### src/rtl/side_buffer_dual_wr_if.sv
// Side buffer port bundle: two write sources, inject pop, status.
// master = upstream router logic, slave = the side buffer itself.
interface side_buffer_dual_wr_if #(
    parameter int WIDTH = 32,
    parameter int DEPTH = 4
);
    localparam int CW = $clog2(DEPTH + 1);

    logic             redirect_vld;
    logic [WIDTH-1:0] din_redirect;
    logic             deflect_vld;
    logic [WIDTH-1:0] din_deflect;
    logic             inject_gnt;
    logic [WIDTH-1:0] dout_inject;
    logic             empty;
    logic             full;
    logic             afull;
    logic [CW-1:0]    count;
    logic             starve;
    logic             overflow_err;

    modport master (
        output redirect_vld, din_redirect,
        output deflect_vld, din_deflect,
        output inject_gnt,
        input  dout_inject, empty, full, afull,
        input  count, starve, overflow_err
    );

    modport slave (
        input  redirect_vld, din_redirect,
        input  deflect_vld, din_deflect,
        input  inject_gnt,
        output dout_inject, empty, full, afull,
        output count, starve, overflow_err
    );
endinterface

### src/rtl/side_buffer_dual_wr.sv
// MinBD side buffer taking redirect and failed-eject flits in one cycle.
// FIFO re-injection with starvation flag and sticky overflow error.
`ifndef WIDTH_FLIT_INT
`define WIDTH_FLIT_INT 32
`endif

module side_buffer_dual_wr #(
    parameter int WIDTH     = `WIDTH_FLIT_INT,
    parameter int DEPTH     = 4,
    parameter int STARVE_TH = 8
) (
    input logic clk,
    input logic n_rst,
    side_buffer_dual_wr_if.slave bus
);
    localparam int CW = $clog2(DEPTH + 1);
    localparam int PW = $clog2(DEPTH);
    localparam int SW = $clog2(STARVE_TH + 1);

    localparam logic [CW-1:0] DEPTH_C = CW'(DEPTH);
    localparam logic [PW-1:0] LAST_C  = PW'(DEPTH - 1);
    localparam logic [SW-1:0] TH_C    = SW'(STARVE_TH);

    logic [WIDTH-1:0] mem [DEPTH];

    logic [PW-1:0] wr_ptr;
    logic [PW-1:0] rd_ptr;
    logic [CW-1:0] count;
    logic [SW-1:0] scnt;
    logic          ovf;

    logic [PW-1:0] wr_ptr1;
    logic [PW-1:0] wr_ptr2;
    logic [PW-1:0] wr_ptr_nxt;
    logic [PW-1:0] rd_ptr1;
    logic [PW-1:0] dfl_ptr;
    logic [CW-1:0] free;
    logic [1:0]    n_wr;
    logic          acc_r;
    logic          acc_d;
    logic          drop;
    logic          pop;
    logic          empty;

    // Circular increment; no power-of-two depth assumed.
    function automatic logic [PW-1:0] inc(input logic [PW-1:0] p);
        return (p == LAST_C) ? '0 : p + PW'(1);
    endfunction

    assign empty = (count == '0);
    assign free  = DEPTH_C - count;
    assign pop   = bus.inject_gnt && !empty;

    assign wr_ptr1 = inc(wr_ptr);
    assign wr_ptr2 = inc(wr_ptr1);
    assign rd_ptr1 = inc(rd_ptr);

    // Admission: redirect is older and wins the last free slot.
    always_comb begin
        acc_r = 1'b0;
        acc_d = 1'b0;
        if (bus.redirect_vld) begin
            acc_r = (free >= CW'(1));
            acc_d = bus.deflect_vld && (free >= CW'(2));
        end else begin
            acc_d = bus.deflect_vld && (free >= CW'(1));
        end
    end

    assign drop = (bus.redirect_vld && !acc_r)
                || (bus.deflect_vld && !acc_d);
    assign n_wr = {1'b0, acc_r} + {1'b0, acc_d};
    assign dfl_ptr = acc_r ? wr_ptr1 : wr_ptr;

    // Write pointer advances by the number of flits accepted.
    always_comb begin
        wr_ptr_nxt = wr_ptr;
        unique case (n_wr)
            2'd1:    wr_ptr_nxt = wr_ptr1;
            2'd2:    wr_ptr_nxt = wr_ptr2;
            default: wr_ptr_nxt = wr_ptr;
        endcase
    end

    // Flit storage; contents survive reset, only pointers are cleared.
    always_ff @(posedge clk) begin
        if (acc_r) mem[wr_ptr] <= bus.din_redirect;
        if (acc_d) mem[dfl_ptr] <= bus.din_deflect;
    end

    // Pointers and occupancy; a pop never frees a slot for this cycle.
    always_ff @(posedge clk or negedge n_rst) begin
        if (!n_rst) begin
            wr_ptr <= '0;
            rd_ptr <= '0;
            count  <= '0;
        end else begin
            wr_ptr <= wr_ptr_nxt;
            if (pop) rd_ptr <= rd_ptr1;
            count <= count + CW'(n_wr) - CW'(pop);
        end
    end

    // Saturating head-wait counter, cleared by empty or a grant.
    always_ff @(posedge clk or negedge n_rst) begin
        if (!n_rst) begin
            scnt <= '0;
        end else if (empty || bus.inject_gnt) begin
            scnt <= '0;
        end else if (scnt < TH_C) begin
            scnt <= scnt + SW'(1);
        end
    end

    // Sticky drop flag, cleared only by reset.
    always_ff @(posedge clk or negedge n_rst) begin
        if (!n_rst) begin
            ovf <= 1'b0;
        end else if (drop) begin
            ovf <= 1'b1;
        end
    end

    assign bus.dout_inject  = empty ? '0 : mem[rd_ptr];
    assign bus.empty        = empty;
    assign bus.full         = (count == DEPTH_C);
    assign bus.afull        = (count >= DEPTH_C - CW'(1));
    assign bus.count        = count;
    assign bus.starve       = !empty && (scnt >= TH_C);
    assign bus.overflow_err = ovf;

`ifndef SYNTHESIS
    // Occupancy and pointers must stay inside the array.
    always_ff @(posedge clk) begin
        if (n_rst) begin
            assert (count <= DEPTH_C);
            assert (wr_ptr <= LAST_C);
            assert (rd_ptr <= LAST_C);
        end
    end
`endif

endmodule
### src/flat_wrapper.sv
// flat-port wrapper written by rule: the top's interface ports become plain ports
module side_buffer_dual_wr_flat 
#(
    parameter int WIDTH     = `WIDTH_FLIT_INT,
    parameter int DEPTH     = 4,
    parameter int STARVE_TH = 8
)
  (clk, n_rst, bus_redirect_vld, bus_din_redirect, bus_deflect_vld, bus_din_deflect, bus_inject_gnt, bus_dout_inject, bus_empty, bus_full, bus_afull, bus_count, bus_starve, bus_overflow_err);
  side_buffer_dual_wr_if #(.WIDTH(WIDTH), .DEPTH(DEPTH)) bus_i ();
  input logic clk;
  input logic n_rst;
  input wire logic [$bits(bus_i.redirect_vld)-1:0] bus_redirect_vld;
  input wire logic [$bits(bus_i.din_redirect)-1:0] bus_din_redirect;
  input wire logic [$bits(bus_i.deflect_vld)-1:0] bus_deflect_vld;
  input wire logic [$bits(bus_i.din_deflect)-1:0] bus_din_deflect;
  input wire logic [$bits(bus_i.inject_gnt)-1:0] bus_inject_gnt;
  output wire logic [$bits(bus_i.dout_inject)-1:0] bus_dout_inject;
  output wire logic [$bits(bus_i.empty)-1:0] bus_empty;
  output wire logic [$bits(bus_i.full)-1:0] bus_full;
  output wire logic [$bits(bus_i.afull)-1:0] bus_afull;
  output wire logic [$bits(bus_i.count)-1:0] bus_count;
  output wire logic [$bits(bus_i.starve)-1:0] bus_starve;
  output wire logic [$bits(bus_i.overflow_err)-1:0] bus_overflow_err;
  assign bus_i.redirect_vld = bus_redirect_vld;
  assign bus_i.din_redirect = bus_din_redirect;
  assign bus_i.deflect_vld = bus_deflect_vld;
  assign bus_i.din_deflect = bus_din_deflect;
  assign bus_i.inject_gnt = bus_inject_gnt;
  assign bus_dout_inject = bus_i.dout_inject;
  assign bus_empty = bus_i.empty;
  assign bus_full = bus_i.full;
  assign bus_afull = bus_i.afull;
  assign bus_count = bus_i.count;
  assign bus_starve = bus_i.starve;
  assign bus_overflow_err = bus_i.overflow_err;
  side_buffer_dual_wr #(.WIDTH(WIDTH), .DEPTH(DEPTH), .STARVE_TH(STARVE_TH)) u_core (.clk(clk), .n_rst(n_rst), .bus(bus_i));
endmodule
### config.mk
export PLATFORM = sky130hd
export DESIGN_NAME = side_buffer_dual_wr_flat
export DESIGN_NICKNAME = d
export VERILOG_FILES = /design/src/rtl/side_buffer_dual_wr_if.sv /design/src/rtl/side_buffer_dual_wr.sv /design/src/flat_wrapper.sv
export SDC_FILE = /design/constraint.sdc
export NUM_CORES = 1
export LEC_CHECK = 0
export ABC_AREA = 1
export BUFFER_PORTS_ARGS = -buffer_cell sky130_fd_sc_hd__buf_4
export CAP_MARGIN = 25
export CORE_MARGIN = 1
export CORE_UTILIZATION = 40
export DETAILED_ROUTE_END_ITERATION = 10
export GPL_TIMING_DRIVEN = 0
export HOLD_SLACK_MARGIN = 0.02
export PLACE_DENSITY = 0.67
export SLEW_MARGIN = 20
export SYNTH_ARGS = -nofsm -noshare
export SYNTH_HDL_FRONTEND = slang
export SYNTH_SLANG_ARGS = --single-unit
### constraint.sdc
create_clock -name clk -period 7.7 [get_ports clk]
set_clock_uncertainty 0.15 [all_clocks]
set_input_delay 0.77 -clock clk [delete_from_list [all_inputs] [get_ports clk]]
set_output_delay 0.77 -clock clk [all_outputs]
set_load 0.01 [all_outputs]
**Yosys cells after proc, flatten, opt, wreduce, memory -nomap -nowiden**

Memories as Yosys holds them, arrays and structs flattened.
Cells that the tools add are included.

- Register bits after elaboration: 12
- Memories: 1
- Input bits: 69
- Bits in writable memories: 128
- Output and inout port bits: 40

- Muxes and demuxes: 14
- Reduce and logical (&&, ||, !) cells: 14
- $lt $le $gt $ge: 5
- $add $sub $neg: 8
- Equal/unequal tests: 6

Memory list:

| name | depth | width | read ports | clocked after memory_dff | wr ports | RTL line | RTL |
|---|---|---|---|---|---|---|---|
| u_core.mem | 4 | 32 | 1 | 0 | 2 | side_buffer_dual_wr.sv:24 | `logic [WIDTH-1:0] mem [DEPTH];` |

Operators with widths:

| kind | number |
|---|---|
| $mux 32 | 1 |
| $eq 2x2->1 const B | 4 |
| $mux 2 | 4 |
| $mux 4 | 2 |
| $add 2x1->2 const B | 3 |
| $ge 3x2->1 const B | 2 |
| $logic_and 1x1->1 | 6 |
| $mux 1 | 6 |
| $add 4x1->4 const B | 1 |
| $ge 4x4->1 const B | 1 |
| $lt 4x4->1 const B | 1 |
| $pmux 2 s2 | 1 |
| $reduce_bool 2->1 | 2 |
| $add 3x2->3 | 1 |
| $eq 3x3->1 const B | 1 |
| $ge 3x1->1 const B | 1 |
| $logic_not 1->1 | 3 |
| $logic_not 3->1 | 1 |
| $sub 3x1->3 | 1 |
| $sub 3x3->3 const A | 1 |
| $add 1x1->2 | 1 |
| $eq 2x1->1 const B | 1 |
| $logic_or 1x1->1 | 2 |

**Depth between registers and ports, before layout**

- Depth in word-level cells: 7
- Gate-level depth with buffers: 14

**Worst setup path after synthesis**

OpenSTA, ideal clock, no wires.

- Path kind: reg-to-reg
- Start: reg u_core.count[0], in the netlist u_core.bus.count[0]
- End: mem u_core.mem[1][0] (enable)
- Library setup time: 389 ps
- Clock period less this slack: 3105 ps
- Setup slack: 4595 ps
- Cell stages (with the launch flop): 12
- Data arrival time: 2565 ps
- Cell sequence: dfrtp_1 inv_1 ha_1 ha_1 nor2_4 nand2_2 nand2_4 nand2_1 nand2_4 nand3_4 buf_6 nand2_1

RTL lines:

| element | RTL line | RTL |
|---|---|---|
| start: declaration | side_buffer_dual_wr.sv:28 | `logic [CW-1:0] count;` |
| start signal: assignment | side_buffer_dual_wr.sv:100 | `count <= count + CW'(n_wr) - CW'(pop);` |
| end: declaration | side_buffer_dual_wr.sv:24 |  |

**Worst setup path in the final report**

- Start: reg u_core.count[0], in the netlist u_core.bus.count[0]
- End: out bus_dout_inject[21]

- Longest elaborated chain between the ends: 2

RTL lines:

| element | RTL line | RTL |
|---|---|---|
| $logic_not 3->1 | side_buffer_dual_wr.sv:50 | `assign empty = (count == '0);` |
| $mux 32 | side_buffer_dual_wr.sv:124 | `assign bus.dout_inject = empty ? '0 : mem[rd_ptr];` |
| end: declaration | flat_wrapper.sv:17 | `output wire logic [$bits(bus_i.dout_inject)-1:0] bus_dout_inject;` |

No other way between the ends.

==> flow_metrics.env <==
export IMPL_coreArea_mm2=0.0195
export IMPL_hp_class="flop to flop"
export IMPL_synth_area_mm2=0.00801
export IMPL_pwr_share_comb_pct=54.7
export IMPL_synth_nets=1005
export IMPL_slew_violations=0
export IMPL_rsz0062_at_grt="false"
export IMPL_port_buffers=108
export IMPL_dp_hpwl_um=15400
export IMPL_wl_um=23400
export IMPL_ir_worst_vdd_mv=0.245
export IMPL_synth_seq_cells=140
export IMPL_final_nets=1137
export IMPL_status="complete, no violations"
export IMPL_tns_ns=0
export IMPL_synth_top_area_share_pct=48.0
export IMPL_wl_per_cell_um=17.6
export IMPL_cts_tree="built"
export IMPL_ctsResizeCount=0
export IMPL_clk_transition_reported_paths_ns=0.06
export IMPL_routed_via_count=7009
export IMPL_fin_cells=1327
export IMPL_grt_pass1_wl_um=35600
export IMPL_yosys_top_cells_area="edfxtp_1 48%, nand2_1 13%, nand3_1 8.3%"
export IMPL_chipHeight_um=143
export IMPL_synth_area_leader_cell="edfxtp_1"
export IMPL_num_rows=51
export IMPL_max_freq_ghz=0.274
export IMPL_switching_share_pct=44.1
export IMPL_vias_per_cell=5.28
export IMPL_antenna_found_initial=0
export IMPL_clk_latency_ns=0.43
export IMPL_post_route_drc_count=0
export IMPL_cts_buffers=17
export IMPL_synthFlopType="edfxtp_1"
export IMPL_worst_slack_ns=4.05
export IMPL_grt_use_total_pct=23.6
export IMPL_fp_dieW_um=143
export IMPL_synth_seq_area_share_pct=51.8
export IMPL_synth_edf_count=128
export IMPL_internal_power_mw=2.80
export IMPL_grt_start_max_net_pins=26
export IMPL_max_slew_margin_pct=54.3
export IMPL_pre_cts_ws_ns=4.54
export IMPL_first_global_vias=6667
export IMPL_ios=109
export IMPL_antenna_cells=0
export IMPL_cap_violations=0
export IMPL_start_util_pct=41.0
export IMPL_finalHoldViolCount=0
export IMPL_worstSetupStartpointType="flop"
export IMPL_setup_viol=0
export IMPL_cts_num_sinks=140
export IMPL_synth_cell_types=30
export IMPL_root_buffer="clkbuf_16"
export IMPL_overflow=0
export IMPL_syn_avg_cell_area_um2=8.73
export IMPL_yosys_warnings=0
export IMPL_synth_cells=917
export IMPL_clockBufferDepth=2
export IMPL_period_share_pct=47.4
export IMPL_cp_max_fo=10
export IMPL_dieArea_mm2=0.0206
export IMPL_post_place_cells=1294
export IMPL_min_period_ns=3.65
export IMPL_power_per_cell_area_mw_per_mm2=508
export IMPL_path_class="flop to primary output"
export IMPL_p_clk_share_pct=17.1
export IMPL_htreeDepth=4
export IMPL_cp_end_kind="primary output"
export IMPL_final_layout_size_suffix_gt1_share_pct=20.0
export IMPL_power_switching_mw=2.21
export IMPL_async_flop_share_pct=8.57
export IMPL_place_congestion=0.804
export IMPL_cp_required_ns=6.78
export IMPL_tightest_slew_ns=0.686
export IMPL_p_leak_nw=4.31
export IMPL_syn_to_final_growth_pct=23.3
export IMPL_seqPwrFrac_pct=28.2
export IMPL_firstDrtPassIters=6
export IMPL_crit_arrival_ns=2.73
export IMPL_antenna_left=0
export IMPL_drt_iter0_drc=759
export IMPL_fin_util_pct=50.5
==> synthesized netlist by cell type, types with 12 or more instances <==
| cell type | count |
|---|---|
| nand2_1 | 271 |
| nor2_1 | 135 |
| nand3_1 | 132 |
| edfxtp_1 | 128 |
| o21ai_0 | 58 |
| a21oi_1 | 39 |
| ha_1 | 18 |
| inv_1 | 18 |
| buf_2 | 15 |
| clkbuf_1 | 15 |
| buf_6 | 14 |
| o21ai_1 | 13 |
| buf_8 | 12 |
| dfrtp_1 | 12 |
==> metal layers <==
metal	vias to the layer above	share of wire, %	track usage [%]
met5	-	0	0
met4	0	2.6	10.4
met3	50	8.7	4.20
met2	363	47	38.5
li1	3358	-	-
met1	3238	41	30.7
==> flip-flops by register name, summed over array words and instances, names as in the netlist <==
name and cells:
u_core.wr_ptr 2, u_core.mem 128, u_core.bus.overflow_err 1, u_core.scnt 4, u_core.rd_ptr 2, u_core.bus.count 3
==> critical path: stages, from the launching register on <==
cell and delay [ns]:
dfrtp_1 0.42, inv_1 0.14, ha_1 0.19, ha_1 0.18
clkbuf_1 0.44, clkbuf_1 0.54, a21oi_1 0.18, buf_4 0.20
==> per-stage QoR <==
| stage | area, um2 | hold WS [ns] | power (mW) |
|---|---|---|---|
| 2_1_floorplan | 8010 | 0.286 | 3.12 |
| 3_3_place_gp | 9150 | 0.300 | 4.05 |
| 3_5_place_dp | 9250 | 0.321 | 4.16 |
| 4_1_cts | 9870 | 0.318 | 5.02 |
| 5_1_grt | 9870 | 0.357 | 5.33 |
| 6_report | 9870 | 0.320 | 5.02 |
==> cells by family after synthesis <==
logic type / count (synthesis) / share of synthesized area [%]
compound gates: 111 / 6.99
fa+ha+maj: 19 / 3.06
simple gates: 561 / 30.7
xor+xnor: 3 / 0.328
flops: 140 / 51.8
buf+inv: 83 / 7.13
==> final cells by class <==
cell class              instances  area, um2
clock buffers                  17        425
repair buffers                113        908
well taps                     265        332
inverters                      20       75.1
flip-flops and latches        140       4140
clock inverters                15        189
multi-input cells             694       3300
plain buffers                  63        495
fillers                      1885       9660
==> what timing repair did <==
| item | in CTS | in global routing |
|---|---|---|
| endpoints found under the hold margin | 7 | 0 |
| hold buffers | 1 | 0 |
| setup buffers | 0 | 0 |
==> power groups by stage <==
stage	logic, mW	registers (mW)	clock network (mW)
5_1_grt	2.99	1.44	0.895
3_3_place_gp	2.61	1.44	0
4_1_cts	2.74	1.41	0.862
6_report	2.74	1.41	0.860
2_1_floorplan	1.70	1.42	0
3_5_place_dp	2.73	1.43	0
==> cells in the final DEF, fill, tap and decap left out, types with 2 or more instances in the layout <==
cell and instances:
buf_1 7, buf_8 12, bufinv_16 3, clkinvlp_4 4
buf_4 108, buf_12 3, nand2_4 5, inv_1 18
a21oi_1 39, nand2_1 267, clkinv_4 3, buf_2 15
nor2_8 3, nor2_1 135, nand3_1 132, ha_1 18
xor2_1 2, edfxtp_1 128, dfrtp_1 12, clkbuf_16 17
nand3_4 5, clkbuf_1 15, o21ai_0 58, inv_2 2
buf_6 14, o21ai_1 13, inv_6 3, nand2_2 8
==> final timing paths <==
check / start / to / slack (ns) / cells past startpoint
worst min register to register: u_core.scnt[3] / u_core.scnt[1] / 0.32 / 1
min in group asynchronous: n_rst / u_core.scnt[3] / 0.56 / 2
worst min-delay path: u_core.scnt[3] / u_core.scnt[1] / 0.32 / 1
worst max-delay path: u_core.bus.count[0] / bus_dout_inject[21] / 4.05 / 7
worst max register to register: u_core.bus.count[0] / u_core.bus.count[2] / 4.56 / 14
max in group asynchronous: n_rst / u_core.rd_ptr[1] / 6.67 / 2
Power figures use the tool's default switching activity.
